### config.mk
export PLATFORM = sky130hd
export DESIGN_NAME = serial_adder
export DESIGN_NICKNAME = d
export VERILOG_FILES = /design/src/rtl/serial_adder.sv
export SDC_FILE = /design/constraint.sdc
export NUM_CORES = 1
export LEC_CHECK = 0
export ABC_AREA = 1
export CAP_MARGIN = 25
export CORE_MARGIN = 2
export CORE_UTILIZATION = 48
export CTS_BUF_LIST = sky130_fd_sc_hd__clkbuf_4 sky130_fd_sc_hd__clkbuf_8 sky130_fd_sc_hd__clkbuf_16
export CTS_CLUSTER_SIZE = 30
export DETAILED_ROUTE_END_ITERATION = 7
export MAX_ROUTING_LAYER = met4
export PLACE_DENSITY = 0.82
export SLEW_MARGIN = 20
export SYNTH_ARGS = -nofsm -noshare
export SYNTH_HDL_FRONTEND = slang
export SYNTH_SLANG_ARGS = --single-unit
### constraint.sdc
create_clock -name clk -period 1.5 [get_ports clk]
set_clock_uncertainty 0.2 [all_clocks]
set_input_delay 0.3 -clock clk [delete_from_list [all_inputs] [get_ports clk]]
set_output_delay 0.3 -clock clk [all_outputs]
set_load 0.05 [all_outputs]
### src/rtl/serial_adder.sv
// Bit-serial unsigned adder: one full-adder stage, LSB first, computes a+b+cin.
// Latency: WIDTH+1 cycles from accept to out_valid; one result per WIDTH+2 cycles.
// Backpressure: in_ready only in IDLE; the result is held in DONE until out_ready.
module serial_adder #(
  parameter int WIDTH = 8
) (
  input  logic             clk,
  input  logic             rst,
  input  logic             in_valid,
  output logic             in_ready,
  input  logic [WIDTH-1:0] a,
  input  logic [WIDTH-1:0] b,
  input  logic             cin,
  output logic             out_valid,
  input  logic             out_ready,
  output logic [WIDTH-1:0] sum,
  output logic             cout
);
  localparam int CW = $clog2(WIDTH);

  typedef enum logic [1:0] {IDLE, SHIFT, DONE} state_t;

  state_t           state, state_nxt;
  logic [WIDTH-1:0] a_sh, b_sh, sum_sh;
  logic             carry;
  logic [CW-1:0]    bit_cnt;
  logic             capture, last_bit, s_bit, c_nxt;

  assign s_bit    = a_sh[0] ^ b_sh[0] ^ carry;
  assign c_nxt    = (a_sh[0] & b_sh[0]) | (a_sh[0] & carry) | (b_sh[0] & carry);
  assign last_bit = (bit_cnt == CW'(WIDTH - 1));

  always_ff @(posedge clk or posedge rst) begin
    if (rst) state <= IDLE;
    else     state <= state_nxt;
  end

  always_comb begin
    state_nxt = state;
    in_ready  = 1'b0;
    out_valid = 1'b0;
    capture   = 1'b0;
    case (state)
      IDLE: begin
        in_ready = 1'b1;
        if (in_valid) begin
          capture   = 1'b1;
          state_nxt = SHIFT;
        end
      end
      SHIFT: begin
        if (last_bit) state_nxt = DONE;
      end
      DONE: begin
        out_valid = 1'b1;
        if (out_ready) state_nxt = IDLE;
      end
      default: state_nxt = IDLE;
    endcase
  end

  // Sum bits enter at the MSB so the first (LSB) result bit ends up at sum[0].
  always_ff @(posedge clk or posedge rst) begin
    if (rst) begin
      a_sh    <= '0;
      b_sh    <= '0;
      sum_sh  <= '0;
      carry   <= 1'b0;
      bit_cnt <= '0;
    end else if (capture) begin
      a_sh    <= a;
      b_sh    <= b;
      sum_sh  <= '0;
      carry   <= cin;
      bit_cnt <= '0;
    end else if (state == SHIFT) begin
      a_sh    <= a_sh >> 1;
      b_sh    <= b_sh >> 1;
      sum_sh  <= {s_bit, sum_sh[WIDTH-1:1]};
      carry   <= c_nxt;
      bit_cnt <= last_bit ? '0 : bit_cnt + CW'(1);
    end
  end

  assign sum  = sum_sh;
  assign cout = carry;

endmodule

==> flow_summary.rst, run 1 <==
.. list-table::
   :header-rows: 1

   * - Metric
     - Value
   * - Status
     - complete, but fails checks
   * - Failing checks
     - setup timing
   * - Non-filler instance count after layout
     - 231
   * - Achievable Freq
     - 0.622 GHz
   * - Global route overflow
     - 0
   * - Hold Violations, Final
     - 0
   * - Routing usage on met1
     - 0.249
   * - Required time reported for the critical path endpoint
     - 1.00 ns
   * - Placer's final routability congestion estimate
     - 0.874
   * - Power density over the cells
     - 2110 nW/um^2
   * - # clock sinks
     - 30
   * - Sequential cell area fraction in the yosys report
     - 0.558
   * - Layout-stage area growth over the synthesis result
     - 52.5%
   * - Mean instance size in the synthesized netlist
     - 8.86 sq um
   * - CTS HTree Levels
     - 2
   * - Gr busiest metal
     - met2
   * - Unrepaired setup endpoints after global routing
     - yes
   * - Fraction of final layout cells with drive strength greater than 1
     - 0.255
   * - M2 GR Usage
     - 0.401
   * - Endpoint class of the critical path
     - output port
   * - Vias after detailed routing
     - 1,233
   * - Drt via density
     - 5.34
   * - Final clock period utilization by the worst path
     - 1.07
   * - Drt initial violations
     - 40
   * - HPWL Detailed
     - 2250 microns
   * - Worst Setup Start Kind
     - flip-flop
   * - R2R Setup Slk
     - 0.02 ns
   * - Vias in the first global route
     - 1,242
   * - End of the worst register-to-register path
     - bit_cnt[0]$_DFFE_PP0P_
   * - Global routing usage summed across all routing layers
     - 0.227
   * - P_int
     - 2.55 mW
   * - Die Y-Extent
     - 57.0 microns
   * - Worst setup timing slack at the placement stage
     - -0.101 ns
   * - Final Util
     - 0.758
   * - Quantity of hold-fixing buffers added after cts
     - 0
   * - Total iterations of the first detailed-routing run
     - 4
   * - Worst-case setup margin in the final layout
     - -0.107 ns
   * - Distinct cell type count of the synthesized netlist
     - 16
   * - Switching share of power
     - 0.412
   * - Remaining DRCs
     - 0
   * - Library cell with the highest instance count after synthesis
     - sky130_fd_sc_hd__nand2_1
   * - Clock-pin slew on the worst setup and hold paths
     - 0.10 ns
   * - First-pass GRT wire length
     - 5400 microns
   * - Pleak
     - 1.03 nW
   * - Number of placement rows
     - 19
   * - Routed wire length per instance
     - 14.4 microns
   * - Final max-slew violation count
     - 0
   * - Worst vdd rail ir drop
     - 0.00166 V
   * - TritonCTS clock tree
     - built
   * - Dominant register cell in the synthesized netlist
     - sky130_fd_sc_hd__dfrtp_1
   * - Switching pwr
     - 1.79 mW
   * - Portion of synthesized cell area occupied by the leading cell type
     - 0.558
   * - Total of buffers placed on input and output ports
     - 31
   * - Combined area of all synthesized cells
     - 1350 sq um
   * - Number of synthesized flops with an enable pin
     - 0
   * - Instance count after placement with tap cells included
     - 216
   * - Category of the most critical setup path
     - reg2out
   * - Bufs on Longest Clock Path
     - 2
   * - Number of instances in the synthesized netlist
     - 152
   * - Latest clock arrival within the worst-skew pair
     - 0.33 ns
   * - Sequential group share of total power
     - 0.331
   * - Yosys reg bits
     - 30
   * - Signal arrival time at the worst endpoint
     - 1.11 ns
   * - Final worst hold slack
     - 0.0923 ns
   * - Final net count
     - 223
   * - Largest driver fanout on the critical path
     - 3
   * - Proportion of synthesized flip-flops having asynchronous set or reset
     - 1.00
   * - Worst slew slack as a fraction of its limit
     - 0.875
   * - Total setup violations reported at the end of the flow
     - 2
   * - Launch instance of the worst register-to-register path
     - bit_cnt[0]$_DFFE_PP0P_
   * - Initial antenna violation count
     - 0
   * - I/O Pins
     - 32
   * - Synth Net Count
     - 176
   * - Largest net degree at the start of global routing
     - 31
   * - Class of the worst hold path
     - in2async
   * - Number of nets with antenna violations after detailed routing
     - 0
   * - # diodes
     - 0
   * - Initial Utilization
     - 0.497
   * - Commonest cells in the synthesized netlist
     - sky130_fd_sc_hd__nand2_1, sky130_fd_sc_hd__nand3_1, sky130_fd_sc_hd__dfrtp_1, sky130_fd_sc_hd__buf_4, sky130_fd_sc_hd__inv_1
   * - Number of maximum-capacitance constraint violations
     - 0
   * - Synthesis warning total
     - 0
   * - Cell types occupying the most area after synthesis
     - sky130_fd_sc_hd__dfrtp_1, sky130_fd_sc_hd__nand2_1, sky130_fd_sc_hd__nand3_1
   * - Final Critical Period
     - 1.61 ns
   * - Total Die Area
     - 3240 sq um
   * - Length in cells of the worst reg-to-reg path
     - 5
   * - Root buffer cell
     - sky130_fd_sc_hd__clkbuf_4
   * - Measured slew at the worst slew-check pin
     - 0.187 ns
   * - Synth area leader
     - sky130_fd_sc_hd__dfrtp_1
   * - Clock Power Share
     - 0.121
   * - Combinational Power Share
     - 0.547
   * - Die W
     - 57.0 microns
   * - Total CTS buffers
     - 5
   * - Floorplan Core Area
     - 2710 sq um
   * - Global routing usage on met3
     - 0.0612
   * - Final Routed Wirelength
     - 3320 microns
   * - Final-layout setup total negative slack
     - -0.212 ns
-- cells in the final DEF (no fill, tap or decap), drive strengths merged --
| cell | Yosys | routed |
|---|---|---|
| nand2 | 69 | 69 |
| nand3 | 33 | 33 |
| dfrtp | 30 | 30 |
| buf | 7 | 25 |
| clkdlybuf4s50 | 0 | 20 |
| clkbuf | 0 | 9 |
| inv | 5 | 5 |
| o21ai | 3 | 3 |
| nor2 | 2 | 2 |
| ha | 2 | 2 |
| fa | 1 | 1 |
| clkinv | 0 | 1 |
-- area by class of cell --
class / count / area (sq um)
Clock buffer: 7 / 58.8
Clock inverter: 1 / 5.00
Fill cell: 213 / 657
Inverter: 5 / 18.8
Multi-Input combinational cell: 110 / 553
Sequential cell: 30 / 754
Tap cell: 31 / 38.8
Timing Repair Buffer: 47 / 624
-- critical path: stages, from the launching register on --
cell                      delay [ns]
sky130_fd_sc_hd__dfrtp_2        0.45
sky130_fd_sc_hd__nor2_4         0.17
sky130_fd_sc_hd__buf_12         0.15
-- worst max path at each step --
stage | startpoint | endpoint | cells after the start
floorplan | state[0]$_DFFE_PP0P_ | in_ready | 2
global placement | in_valid | a_sh[3]$_DFFE_PP0P_ | 5
detailed placement | in_valid | a_sh[3]$_DFFE_PP0P_ | 5
CTS | state[1]$_DFFE_PP0P_ | in_ready | 2
global route | state[0]$_DFFE_PP0P_ | out_valid | 4
finish | state[1]$_DFFE_PP0P_ | in_ready | 2
-- layer usage --
layer  share of wire  up-vias  wire (microns)
li1                -      578               -
met1            0.41      598            1350
met2            0.52       48            1710
met3           0.046        9             152
met4           0.030        0              98
met5               0        -               0
-- power groups by stage --
stage	clock network, mW	registers (mW)	logic (mW)
floorplan	0	1.70	0.835
global placement	0	1.42	1.92
detailed placement	0	1.44	1.99
CTS	0.536	1.42	2.12
global route	0.579	1.47	2.54
finish	0.526	1.44	2.38
-- per-stage QoR --
step / power (mW) / instance area (sq um)
after floorplan: 2.54 / 1350
after global placement: 3.34 / 1850
after detailed placement: 3.43 / 1850
after CTS: 4.08 / 1970
after global routing: 4.59 / 2050
final: 4.34 / 2050
-- cells by family (layout without fill, tap and decap cells) --
kind of cell,Yosys count,count (layout),share of synthesized area
AND/OR/NAND/NOR,104,104,0.335
flip-flops,30,30,0.558
buffers and inverters,12,60,0.0539
adder cells (fa/ha/maj),3,3,0.0335
AO/OA/AOI/OAI,3,3,0.0195
-- timing repair --
action / in CTS / in global routing
cloned: 0 / 2
gates resized for setup: 6 / 8
buffers inserted: 6 / 1
pin swaps: 4 / 3
endpoints found under the setup margin: 2 / 28
-- registers in the layout, indices dropped and copies added, names as in the netlist --
register,flops
cout,1
sum,8
bit_cnt,3
a_sh,8
state,2
b_sh,8
Power figures use the tool's default switching activity.
==> run 2: changes to the inputs <==
Settings changed: ABC_AREA 1 to default, CORE_UTILIZATION 48 to 61, DONT_BUFFER_PORTS from default to 1, PLACE_DENSITY 0.82 to 0.81.
==> run 2 against run 1 <==
Effect of this change:
- the flow still finishes with violations (setup timing)
- via count fell by 9.5%
- power rose by 0.40%
- global-route usage rose by 4.2 points
- register-to-register slack got worse by 0.10 ns
- highest routed layer unchanged
- largest cell class unchanged
==> flow_summary.rst, run 2 <==
.. list-table::
   :header-rows: 1

   * - Metric
     - Value
   * - Vias after detailed routing
     - 1,116 (-9.5%)
   * - Placer's final routability congestion estimate
     - 0.768 (-12%)
   * - Drt initial violations
     - 22 (-45%)
   * - Die Y-Extent
     - 54.0 microns (-5.2%)
   * - Final clock period utilization by the worst path
     - 1.08 (+0.00359)
   * - Final max-slew violation count
     - 0 (unchanged)
   * - Pwr Total
     - 4.36 mW (+0.40%)
   * - Number of placement rows
     - 18 (-1)
   * - Portion of synthesized cell area occupied by the leading cell type
     - 0.493 (-0.0650)
   * - Global routing usage summed across all routing layers
     - 0.270 (+0.0424)
   * - Total iterations of the first detailed-routing run
     - 4 (unchanged)
   * - Most used cells in the layout excluding fill and tap cells
     - sky130_fd_sc_hd__dfrtp_1, sky130_fd_sc_hd__inv_1, sky130_fd_sc_hd__dlygate4sd3_1
   * - Layout-stage area growth over the synthesis result
     - 30.9%
   * - Distinct cell type count of the synthesized netlist
     - 18 (+2)
   * - Floorplan Core Area
     - 2430 sq um (-10%)
   * - Yosys reg bits
     - 30 (unchanged)
   * - Die W
     - 54.0 microns (-5.2%)
   * - Sequential cell area fraction in the yosys report
     - 0.493 (-0.0650)
   * - Vias in the first global route
     - 1,139 (-8.3%)
   * - CTS HTree Levels
     - 2 (unchanged)
   * - Pleak
     - 0.890 nW (-13%)
   * - Unrepaired setup endpoints after global routing
     - yes
   * - Non-filler instance count after layout
     - 183 (-21%)
   * - Cell Area, Placed
     - 1630 sq um (-12%)
   * - Final Critical Period
     - 1.61 ns (+0.00539 ns)
   * - Dominant register cell in the synthesized netlist
     - sky130_fd_sc_hd__dfrtp_1
   * - Final-layout setup total negative slack
     - -1.42 ns (-1.21 ns)
   * - Switching pwr
     - 1.79 mW (+0.18%)
   * - Signal arrival time at the worst endpoint
     - 1.11 ns (about the same)
   * - Worst slew slack as a fraction of its limit
     - 0.684 (-0.191)
   * - Routed wire length per instance
     - 19.5 microns (+36%)
   * - Drt via density
     - 6.10 (+14%)
   * - Fillers
     - 138 (-35%)
   * - Category of the most critical setup path
     - reg2out
   * - HPWL Detailed
     - 1890 microns (-16%)
   * - R2R Setup Slk
     - -0.08 ns (-0.10 ns)
   * - Endpoint class of the critical path
     - output port
   * - Initial Utilization
     - 0.627 (+0.130)
   * - Measured slew at the worst slew-check pin
     - 0.474 ns (+0.286 ns)
   * - Synth area leader
     - sky130_fd_sc_hd__dfrtp_1
   * - Sequential group share of total power
     - 0.404 (+0.073)
   * - Total of buffers placed on input and output ports
     - 0 (-100%)
   * - Source of the worst hold timing path
     - b[2]
   * - Number of maximum-capacitance constraint violations
     - 0 (unchanged)
   * - Failing checks
     - setup timing
   * - Proportion of synthesized flip-flops having asynchronous set or reset
     - 1.00 (unchanged)
   * - # clock sinks
     - 30 (unchanged)
   * - P_int
     - 2.57 mW (+0.55%)
   * - Synthesis warning total
     - 0 (unchanged)
   * - Cell types occupying the most area after synthesis
     - sky130_fd_sc_hd__dfrtp_1, sky130_fd_sc_hd__a221oi_2, sky130_fd_sc_hd__nor3b_1
   * - Remaining DRCs
     - 0 (unchanged)
   * - Hold Violations, Final
     - 0 (unchanged)
   * - Root buffer cell
     - sky130_fd_sc_hd__clkbuf_4
   * - Final net count
     - 176 (-21%)
   * - Clock Power Share
     - 0.139 (+0.018)
   * - Number of instances in the synthesized netlist
     - 127 (-16%)
   * - Launch instance of the worst register-to-register path
     - state[1]$_DFFE_PP0P_
   * - Combinational Power Share
     - 0.457 (-0.090)
   * - Clock-pin slew on the worst setup and hold paths
     - 0.10 ns (about the same)
   * - Required time reported for the critical path endpoint
     - 1.00 ns (about the same)
   * - # diodes
     - 0 (unchanged)
   * - Most common cell after layout, fill and taps aside
     - sky130_fd_sc_hd__dfrtp_1
   * - Worst Setup Start Kind
     - flip-flop
   * - Achievable Freq
     - 0.620 GHz (-0.33%)
   * - Total Die Area
     - 2910 sq um (-10%)
   * - Library cell with the highest instance count after synthesis
     - sky130_fd_sc_hd__dfrtp_1
   * - Commonest cells in the synthesized netlist
     - sky130_fd_sc_hd__dfrtp_1, sky130_fd_sc_hd__inv_1, sky130_fd_sc_hd__a221oi_2, sky130_fd_sc_hd__nor3b_1, sky130_fd_sc_hd__a22o_1
   * - Number of synthesized flops with an enable pin
     - 0 (unchanged)
   * - Fraction of final layout cells with drive strength greater than 1
     - 0.353 (+0.0979)
   * - Status
     - complete, but fails checks
   * - TritonCTS clock tree
     - built
   * - Power density over the cells
     - 2180 nW/um^2 (+3.4%)
   * - Launch point of the critical path
     - state[1]$_DFFE_PP0P_
   * - Largest driver fanout on the critical path
     - 6 (+3)
   * - Total CTS buffers
     - 5 (unchanged)
   * - Final Routed Wirelength
     - 3570 microns (+7.5%)
   * - I/O Pins
     - 32 (unchanged)
   * - Global route overflow
     - 0 (unchanged)
   * - Largest net degree at the start of global routing
     - 31 (unchanged)
   * - Combined area of all synthesized cells
     - 1520 sq um (+13%)
   * - Instance count after placement with tap cells included
     - 156 (-28%)
   * - Bufs on Longest Clock Path
     - 2 (unchanged)
   * - Latest clock arrival within the worst-skew pair
     - 0.34 ns (about the same)
   * - Number of nets with antenna violations after detailed routing
     - 0 (unchanged)
   * - Mean instance size in the synthesized netlist
     - 12.0 sq um (+35%)
   * - Worst-case setup margin in the final layout
     - -0.113 ns (-0.00539 ns)
   * - Switching share of power
     - 0.411 (-0.000896)
   * - Total setup violations reported at the end of the flow
     - 29 (+27)
   * - Synth Net Count
     - 151 (-14%)
   * - Class of the worst hold path
     - in2reg
   * - Initial antenna violation count
     - 0 (unchanged)
   * - Final worst hold slack
     - 0.00208 ns (-0.0903 ns)
   * - Worst vdd rail ir drop
     - 0.00157 V (-4.9%)
   * - Post-route cell area
     - 1990 sq um (-2.9%)
   * - First-pass GRT wire length
     - 5150 microns (-4.7%)
run 2: changes by cell type in the layout (fill, tap and decap cells not counted), sizes merged, moves of 14 or more:
cell           delta
a221oi           +14
clkdlybuf4s50    -20
inv              +14
nand2            -69
nand3            -33
nor3b            +14
run 2: timing repair:
action,4_1_cts,5_1_grt
resized for setup,11,4
setup buffers,3,0
hold endpoints to repair,41,0
setup endpoints to repair,9,21
hold buffers,13,0
cloned,1,2
pin swaps,2,6
run 2: layout make-up:
type / instances / area (sq um) / area share
clock buffer: 8 / 78.8 / 0.0395
inverter: 19 / 71.3 / 0.0358
multi-input combinational: 68 / 678 / 0.340
sequential: 30 / 763 / 0.383
tap: 30 / 37.5 / 0.0188
timing repair buffer: 28 / 365 / 0.183
run 2: per-layer routing:
layer / track usage / share of wire / vias to the layer above
met5: - / 0 / -
met4: 0.150 / 0.015 / 0
met3: 0.0889 / 0.064 / 6
met2: 0.443 / 0.55 / 56
met1: 0.285 / 0.37 / 551
li1: - / - / 503
run 2: final timing paths:
kind | endpoint | cells past startpoint
min in group asynchronous | bit_cnt[0]$_DFFE_PP0P_ | 3
max in group asynchronous | sum[2]$_DFFE_PP0P_ | 3
setup / recovery | in_ready | 2
setup reg to reg | a_sh[4]$_DFFE_PP0P_ | 4
hold reg to reg | bit_cnt[1]$_DFFE_PP0P_ | 1
hold / removal | b_sh[2]$_DFFE_PP0P_ | 2
run 2: cell families after synthesis:
logic type               synth area share
adder cells (fa/ha/maj)            0.0296
AO/OA/AOI/OAI                       0.243
flip-flops                          0.493
AND/OR/NAND/NOR                     0.141
buffers and inverters              0.0936
run 2: power by group through the flow:
stage	clock network [mW]	registers, mW	logic [mW]
final	0.605	1.76	1.99
after global placement	0	1.72	1.55
after global routing	0.653	1.81	2.16
after CTS	0.615	1.74	1.79
after floorplan	0	1.71	1.28
after detailed placement	0	1.75	1.61
run 2: through the flow:
stage               utilization  setup slack (ns)
floorplan                     -          -0.00948
global placement          0.669             0.104
detailed placement        0.669            0.0507
CTS                       0.786            -0.104
global route              0.820            -0.156
finish                    0.820            -0.113
run 2: worst max-delay path, stage by stage (launching register included):
cell and delay (ns):
sky130_fd_sc_hd__dfrtp_2 0.45, sky130_fd_sc_hd__nor2_4 0.15, sky130_fd_sc_hd__buf_12 0.17
==> run 3: changes to the inputs <==
Settings changed: GPL_ROUTABILITY_DRIVEN from default to 1, GPL_TIMING_DRIVEN from default to 0.
==> run 3 against run 2 <==
Effect of this change:
- the run ends with hold timing, setup timing left
- register-to-register slack improved by 0.02 ns
- critical path depth did not move
- sequential power rose by 3%
- global-route usage rose by 0.23 points
- core utilization fell by 0.31 points
- maximum frequency fell by 5.1%
- largest cell class unchanged
- largest power group unchanged
==> flow_summary.rst, run 3 (synthesis results as in run 2) <==
.. list-table::
   :header-rows: 1

   * - Metric
     - Value
   * - Source of the worst hold timing path
     - b[5]
   * - Worst slew slack as a fraction of its limit
     - 0.670 (-0.0140)
   * - Clock-pin slew on the worst setup and hold paths
     - 0.09 ns (about the same)
   * - Peak per-stage delay on the critical path
     - 0.40 ns (-0.05 ns)
   * - Bufs on Longest Clock Path
     - 2 (unchanged)
   * - Number of maximum-capacitance constraint violations
     - 0 (unchanged)
   * - TritonCTS clock tree
     - built
   * - Final max-slew violation count
     - 0 (unchanged)
   * - Achievable Freq
     - 0.588 GHz (-5.1%)
   * - Final clock period utilization by the worst path
     - 1.13 (+0.0582)
   * - # clock sinks
     - 30 (unchanged)
   * - Pwr Total
     - 4.32 mW (-0.94%)
   * - Total Die Area
     - 2910 sq um (unchanged)
   * - Final Util
     - 0.817 (-0.00309)
   * - Required time reported for the critical path endpoint
     - 1.00 ns (about the same)
   * - Final worst hold slack
     - -0.0160 ns (-0.0181 ns)
   * - Initial antenna violation count
     - 0 (unchanged)
   * - Drt via density
     - 6.06 (-0.68%)
   * - Final-layout setup total negative slack
     - -0.932 ns (+0.486 ns)
   * - Standard cell with the maximum stage delay on the critical path
     - sky130_fd_sc_hd__dfrtp_1
   * - Global routing usage summed across all routing layers
     - 0.272 (+0.00226)
   * - Worst Setup Start Kind
     - flip-flop
   * - Failing checks
     - hold timing, setup timing
   * - Placer's final routability congestion estimate
     - 0.713 (-7.3%)
   * - CTS HTree Levels
     - 2 (unchanged)
   * - Critical Path, Cell by Cell
     - buf_6, nor2b_4
   * - Die Y-Extent
     - 54.0 microns (unchanged)
   * - Total iterations of the first detailed-routing run
     - 7 (+3)
   * - Post-route cell area
     - 1990 sq um (-0.38%)
   * - Total CTS buffers
     - 5 (unchanged)
   * - Remaining DRCs
     - 0 (unchanged)
   * - Die W
     - 54.0 microns (unchanged)
   * - Global route overflow
     - 0 (unchanged)
   * - HPWL Detailed
     - 2080 microns (+9.6%)
   * - Drt initial violations
     - 50 (+130%)
   * - Layout-stage area growth over the synthesis result
     - 30.4%
   * - Largest driver fanout on the critical path
     - 4 (-2)
   * - Vias in the first global route
     - 1,169 (+2.6%)
   * - Largest net degree at the start of global routing
     - 21 (-32%)
   * - Most used cells in the layout excluding fill and tap cells
     - sky130_fd_sc_hd__dfrtp_1, sky130_fd_sc_hd__inv_1, sky130_fd_sc_hd__a221oi_2, sky130_fd_sc_hd__dlygate4sd3_1, sky130_fd_sc_hd__nor3b_1
   * - Measured slew at the worst slew-check pin
     - 0.495 ns (+0.0210 ns)
   * - I/O Pins
     - 32 (unchanged)
   * - Routed wire length per instance
     - 19.8 microns (+1.7%)
   * - Floorplan Core Area
     - 2430 sq um (unchanged)
   * - Latest clock arrival within the worst-skew pair
     - 0.34 ns (about the same)
   * - Power density over the cells
     - 2170 nW/um^2 (-0.56%)
   * - Pleak
     - 0.910 nW (+2.3%)
   * - Total of buffers placed on input and output ports
     - 0 (unchanged)
   * - Total setup violations reported at the end of the flow
     - 19 (-34%)
   * - Most common cell after layout, fill and taps aside
     - sky130_fd_sc_hd__dfrtp_1
   * - Status
     - complete, but fails checks
   * - Initial Utilization
     - 0.627 (unchanged)
   * - First-pass GRT wire length
     - 5290 microns (+2.7%)
   * - Hold Violations, Final
     - 1 (+1)
   * - Signal arrival time at the worst endpoint
     - 1.20 ns (+0.09 ns)
   * - Final Routed Wirelength
     - 3830 microns (+7.3%)
   * - Number of placement rows
     - 18 (unchanged)
   * - Endpoint class of the critical path
     - output port
   * - # diodes
     - 0 (unchanged)
   * - R2R Setup Slk
     - -0.06 ns (+0.02 ns)
   * - Unrepaired setup endpoints after global routing
     - yes
   * - Vias after detailed routing
     - 1,169 (+4.7%)
   * - Launch instance of the worst register-to-register path
     - state[1]$_DFFE_PP0P_
   * - Worst-case setup margin in the final layout
     - -0.200 ns (-0.0873 ns)
   * - Cell Area, Placed
     - 1580 sq um (-2.8%)
   * - Final net count
     - 186 (+5.7%)
   * - Number of nets with antenna violations after detailed routing
     - 0 (unchanged)
   * - Root buffer cell
     - sky130_fd_sc_hd__clkbuf_4
   * - Final Critical Period
     - 1.70 ns (+0.0873 ns)
   * - Fraction of final layout cells with drive strength greater than 1
     - 0.374 (+0.0213)
   * - Category of the most critical setup path
     - reg2out
   * - Worst vdd rail ir drop
     - 0.00154 V (-2.3%)
   * - Launch point of the critical path
     - state[0]$_DFFE_PP0P_
   * - Class of the worst hold path
     - in2reg
## run 3: through the flow
step / setup WS, ns / cells / hold slack (ns)
2_1_floorplan: -0.00948 / 127 / 0.191
3_3_place_gp: -0.0410 / 157 / 0.272
3_5_place_dp: -0.0537 / 158 / 0.0221
4_1_cts: -0.183 / 179 / 0.000691
5_1_grt: -0.228 / 193 / 0.00517
6_report: -0.200 / 193 / -0.0160
## run 3: cell type report
class | instances | area (sq um)
Sequential cell | 30 | 762
Multi-Input combinational cell | 68 | 656
Fill cell | 136 | 445
Timing Repair Buffer | 28 | 287
Buffer | 10 | 110
Inverter | 19 | 71.3
Clock buffer | 7 | 58.8
Tap cell | 30 | 37.5
Clock inverter | 1 | 5.00
## run 3: where the power goes
group	leakage (nW)	switching, mW	internal (mW)
combinational	0.517	0.922	1.06
clock	0.0387	0.280	0.245
sequential	0.355	0.623	1.18
## run 3: timing repair
item / 4_1_cts / 5_1_grt
pin swaps: 1 / 4
cloned: 1 / 1
setup endpoints to repair: 11 / 20
endpoints found under the hold margin: 18 / 5
gates resized for setup: 15 / 15
setup buffers: 3 / 9
hold buffers: 9 / 5
## run 3: critical path, delay by kind of cell, from the launching register on
| kind | cells | cell delay (ns) |
|---|---|---|
| DFF | 1 | 0.40 |
| and+or+nand+nor | 1 | 0.31 |
| buffers and inverters | 1 | 0.14 |
## run 3: final timing paths
| path | cells after the start | endpoint |
|---|---|---|
| worst max-delay path | 2 | out_valid |
| worst max register to register | 4 | a_sh[2]$_DFFE_PP0P_ |
| min in group asynchronous | 2 | sum[6]$_DFFE_PP0P_ |
| worst min register to register | 1 | b_sh[7]$_DFFE_PP0P_ |
| worst min-delay path | 2 | b_sh[5]$_DFFE_PP0P_ |
| max in group asynchronous | 3 | state[1]$_DFFE_PP0P_ |
## run 3: layer usage
layer | vias up | GRT usage | share of wire
li1 | 521 | - | -
met3 | 12 | 0.0944 | 0.048
met5 | - | - | 0
met1 | 598 | 0.279 | 0.38
met4 | 0 | 0.125 | 0.028
met2 | 38 | 0.465 | 0.54
